### src/rtl/bus_xfer_seq.sv
// Register-to-register transfer sequencer for the shared 8-bit tri-state bus.
// Drives one source onto the bus, lets it settle, then strobes the destination load.
//
// state | meaning
// IDLE  | waiting for a transfer request
// DRIVE | source enabled onto the bus, settle counter running
// LATCH | source still driving, destination load enable high
// DONE  | one-cycle completion pulse; a new request is accepted here too
module bus_xfer_seq #(
    parameter int NREG   = 6,
    parameter int SETTLE = 1
) (
    input  logic            clk,
    input  logic            rst_n,
    input  logic            start,
    input  logic [2:0]      src,
    input  logic [2:0]      dst,
    output logic            busy,
    output logic            done,
    output logic            err,
    output logic            overrun,
    output logic [NREG-1:0] rd,
    output logic [NREG-1:0] wr
);

    typedef enum logic [1:0] {IDLE, DRIVE, LATCH, DONE} state_t;

    localparam logic [3:0] NREG_L      = 4'(NREG);
    localparam logic [3:0] SETTLE_INIT = 4'(SETTLE - 1);

    state_t          state, state_nxt;
    logic [3:0]      cnt, cnt_nxt;
    logic [2:0]      src_q, src_nxt;
    logic [2:0]      dst_q, dst_nxt;
    logic            req_ok;
    logic            busy_nxt, done_nxt, err_nxt, overrun_nxt;
    logic [NREG-1:0] rd_nxt, wr_nxt;

    always_comb begin
        state_nxt   = state;
        cnt_nxt     = cnt;
        src_nxt     = src_q;
        dst_nxt     = dst_q;
        err_nxt     = 1'b0;
        overrun_nxt = overrun;
        req_ok      = ({1'b0, src} < NREG_L) && ({1'b0, dst} < NREG_L);

        case (state)
            IDLE, DONE: begin
                state_nxt = IDLE;
                if (start) begin
                    if (req_ok) begin
                        state_nxt = DRIVE;
                        src_nxt   = src;
                        dst_nxt   = dst;
                        cnt_nxt   = SETTLE_INIT;
                    end else begin
                        err_nxt = 1'b1;
                    end
                end
            end
            DRIVE: begin
                overrun_nxt = overrun | start;
                if (cnt == 4'd0) begin
                    state_nxt = LATCH;
                end else begin
                    cnt_nxt = cnt - 4'd1;
                end
            end
            LATCH: begin
                overrun_nxt = overrun | start;
                state_nxt   = DONE;
            end
            default: state_nxt = IDLE;
        endcase

        // Strobes are decoded from the next state so they leave the flops glitch-free.
        busy_nxt = (state_nxt == DRIVE) || (state_nxt == LATCH);
        done_nxt = (state_nxt == DONE);
        for (int i = 0; i < NREG; i++) begin
            rd_nxt[i] = busy_nxt && (src_nxt == 3'(i));
            wr_nxt[i] = (state_nxt == LATCH) && (dst_nxt == 3'(i));
        end
    end

    always_ff @(posedge clk) begin
        if (!rst_n) begin
            state   <= IDLE;
            cnt     <= 4'd0;
            src_q   <= 3'd0;
            dst_q   <= 3'd0;
            busy    <= 1'b0;
            done    <= 1'b0;
            err     <= 1'b0;
            overrun <= 1'b0;
            rd      <= '0;
            wr      <= '0;
        end else begin
            state   <= state_nxt;
            cnt     <= cnt_nxt;
            src_q   <= src_nxt;
            dst_q   <= dst_nxt;
            busy    <= busy_nxt;
            done    <= done_nxt;
            err     <= err_nxt;
            overrun <= overrun_nxt;
            rd      <= rd_nxt;
            wr      <= wr_nxt;
        end
    end

endmodule

### config.mk
export PLATFORM = sky130hd
export DESIGN_NAME = bus_xfer_seq
export DESIGN_NICKNAME = d
export VERILOG_FILES = /design/src/rtl/bus_xfer_seq.sv
export SDC_FILE = /design/constraint.sdc
export NUM_CORES = 1
export LEC_CHECK = 0
export ABC_AREA = 0
export BUFFER_PORTS_ARGS = -buffer_cell sky130_fd_sc_hd__buf_4
export CORE_MARGIN = 1.5
export CORE_UTILIZATION = 47
export CTS_BUF_LIST = sky130_fd_sc_hd__clkbuf_8 sky130_fd_sc_hd__clkbuf_16
export DETAILED_ROUTE_END_ITERATION = 7
export GPL_ROUTABILITY_DRIVEN = 1
export GPL_TIMING_DRIVEN = 1
export PLACE_DENSITY = 0.73
export SETUP_SLACK_MARGIN = 0.05
export SLEW_MARGIN = 10
export SYNTH_ARGS = -nofsm -noshare
export SYNTH_HDL_FRONTEND = slang
export SYNTH_SLANG_ARGS = --single-unit
### constraint.sdc
create_clock -name clk -period 2.1 [get_ports clk]
set_input_delay 0.315 -clock clk [delete_from_list [all_inputs] [get_ports clk]]
set_output_delay 0.315 -clock clk [all_outputs]
set_load 0.1 [all_outputs]
==> summary.txt <==
Run status
  – Status: finished clean

Cells and area
  – Layout cells sized above 1: between 20% and 30%
  – Most common cell after layout, fill and taps aside: buf_4
  – P&R area growth vs syn: 30.99%
  – Leading cell types in the layout, fill and taps excluded: buf_4 (32), dfxtp_1 (27), nor2_1 (21), inv_1 (10), a21oi_1 (10)
  – Final Net Count: 187
  – Ant diodes: 0
  – Fillers: 215
  – Fin area: 1608 um^2

Power
  – Sw Share: 28.95%
  – Sw Pwr: 382.4 uW
  – Pwr dens: 821.6 nW/um^2
  – Clk pwr share: a little under a third
  – Maximum vdd drop: 0.7957 mV
  – Leak pwr: 0.6982 nW
  – Sequential share of power: a little over two fifths
  – Tot Pwr: 1.321 mW
  – Total internal power: around 940 uW
  – Combinational share of power: 24.5%

Setup path
  – Crit Path Class: reg -> reg
  – Critical Path RT: 2300 ps
  – Crit. End Element: flip-flop
  – Reg2reg setup slack: around 140 ps
  – Critical path startpoint category: flip-flop
  – CP Data Arrival Time: 2160 ps
  – Worst Path Max Fanout: 4

STA
  – Period minus WS final: 1958 ps
  – Fin crit share: 93.25%
  – Final Setup Violations: 0
  – Slew Limit Fails: 0
  – Fmax: about 510 MHz
  – RSZ-0062 raised after global routing: false
  – Worst slew pin tran: 453.9 ps
  – Final Hold Fails: 0
  – Slew HR: 69.33%
  – Setup tns final: 0 ps
  – Worst Skew: 2.968 ps

Logic synthesis
  – Largest area contributor in the netlist: dfxtp_1
  – Primary FF master, synth: dfxtp_1
  – Top post-synthesis cells by area: dfxtp_1 (46%), nor2_1 (6.7%), ha_1 (5.1%)
  – #FFs+latches synth: 28
  – Post-synth EDFFs: 0
  – Synth warn: 0
  – Yosys top cell area share: a little under half
  – Syn Inst Count: 140
  – Number of library cell types mapped by synthesis: 34
  – Post-synth ARST share: 0%
  – Part of the Yosys area used for sequential elements: around 46%
  – Synthesized area: 1227 um^2
  – Mean Syn Cell Area: a little under 9 um^2
  – Post-Syn Nets: 154

Floorplanning
  – CORE AREA: 2477 um^2
  – Chip height: approximately 54 um
  – Die Area: ~2900 um^2
  – Io pins: 25
  – Row count: 18
  – DIE WIDTH: 54.11 um
  – Initial core utilization: between 40% and 50%

Drt
  – Routed Antenna Nets: 0
  – Vias: 1,077
  – Wirelength, routed: 2692 um
  – Drt pass-1 iters: 4
  – WL/cell: 13.33 um
  – Drt drc: 0
  – Vias per cell: 5.332
  – Number of DRC markers in iteration 0: 14

GRT
  – First-pass GRT wire length: ~4300 um
  – Global-route usage over all layers: a little over a fifth
  – Gr ovfl total: 0
  – Vias in the first global route: ~1,000
  – Largest net degree at the start of global routing: 17
  – Initial antenna violation count: 0

CTS
  – Clock-pin slew on the worst setup and hold paths: 90 ps
  – Clock Latency Late Sink: 270 ps
  – Clock Sink Count: 28
  – Number of hold buffers added after CTS: 0
  – H-tree depth: 1
  – CTS max path bufs: 2
  – Root Driver: clkbuf_8
  – Total CTS buffers: 3
  – CTS tree: done

Placement
  – Port bufs: 24
  – Post-DP HPWL: between 1500 and 2000 um
  – Placement-stage cell area: roughly 1500 um^2
  – Routability cong.: 0.8451

Min path
  – Hold Path Class: in -> reg

Flow run
  – Max Cap Viol: 0
sequential cells by signal, summed over array words and instances (netlist names):
name     flops
done         1
wr           6
err          1
rd           6
cnt          4
state        2
dst_q        3
overrun      1
busy         1
src_q        3
final timing paths:
path / from / endpoint / cells after the start
worst max-delay path: cnt[0]$_SDFFE_PN0P_ / rd[2]$_SDFF_PN0_ / 9
worst min-delay path: dst[1] / dst_q[1]$_SDFF_PN0_ / 3
worst max register to register: cnt[0]$_SDFFE_PN0P_ / rd[2]$_SDFF_PN0_ / 9
worst min register to register: overrun$_SDFFE_PN0N_ / overrun$_SDFFE_PN0N_ / 2
power by group through the flow:
stage / sequential [mW] / combinational, mW / clock, mW
after CTS: 0.575 / 0.294 / 0.424
after detailed placement: 0.586 / 0.287 / 0
final: 0.577 / 0.324 / 0.419
after global placement: 0.585 / 0.283 / 0
after floorplan: 0.653 / 0.141 / 0
after global routing: 0.580 / 0.355 / 0.446
what timing repair did:
action	CTS	global route
buffers inserted	0	2
gates resized for setup	3	13
endpoints found under the setup margin	9	13
pin swaps	0	4
cells by family (layout without fill, tap and decap cells):
family | after synthesis | count (layout) | share of synthesized area [%]
compound gates | 34 | 34 | 17.94
xor+xnor | 1 | 1 | 0.7137
fa+ha+maj | 5 | 5 | 5.097
buf+inv | 16 | 48 | 5.811
flops | 28 | 28 | 45.67
mux | 5 | 5 | 4.281
simple gates | 51 | 51 | 20.49
cells in the mapped netlist, types with 2 or more instances:
cell type / count
nand2_1: 7
nor2_1: 22
clkbuf_1: 2
o31ai_1: 2
a31oi_1: 2
a21oi_1: 10
mux2_2: 2
inv_1: 12
and2_1: 6
dfxtp_1: 28
a211oi_1: 2
or4_1: 3
nor4_1: 2
ha_1: 5
o21ai_0: 8
nor3_1: 3
nand3_1: 2
mux2i_1: 3
nor3b_1: 3
o21a_1: 2
cell type report:
cell class	instances	area [um^2]	share of cell area, %
Inverter	12	45.04	2.802
Tap cell	30	37.54	2.335
Sequential cell	28	561.8	34.94
Timing Repair Buffer	32	240.2	14.94
Multi-Input combinational cell	96	651.9	40.54
Clock inverter	1	30.03	1.868
Clock buffer	3	41.29	2.568
worst max-delay path, stage by stage, from the launching register on:
cell and delay [ps]:
dfxtp_1 340, inv_2 90, ha_4 140, nor3b_4 200, nor2_1 80, o31ai_2 300
ha_2 350, nor2_4 140, inv_1 70, nor3b_1 170
layer usage:
layer	GRT usage (%)	vias up	wire, um
met4	10.83	0	64
li1	-	550	-
met3	4.444	6	120
met2	35.77	20	1313
met5	0	-	0
met1	24.40	501	1194
metrics by stage:
| stage | utilization, % | hold slack (ps) | instances | setup WS (ps) |
|---|---|---|---|---|
| 5_1_grt | 64.90 | 326.4 | 202 | 21.95 |
| 2_1_floorplan | - | 436.7 | 140 | 162.1 |
| 3_3_place_gp | 59.09 | 458.3 | 196 | 6.649 |
| 3_5_place_dp | 59.09 | 475.8 | 196 | -77.90 |
| 4_1_cts | 62.37 | 316.4 | 200 | 52.61 |
| 6_report | 64.90 | 317.7 | 202 | 141.8 |
No activity file was read; power rests on OpenSTA's default activity.
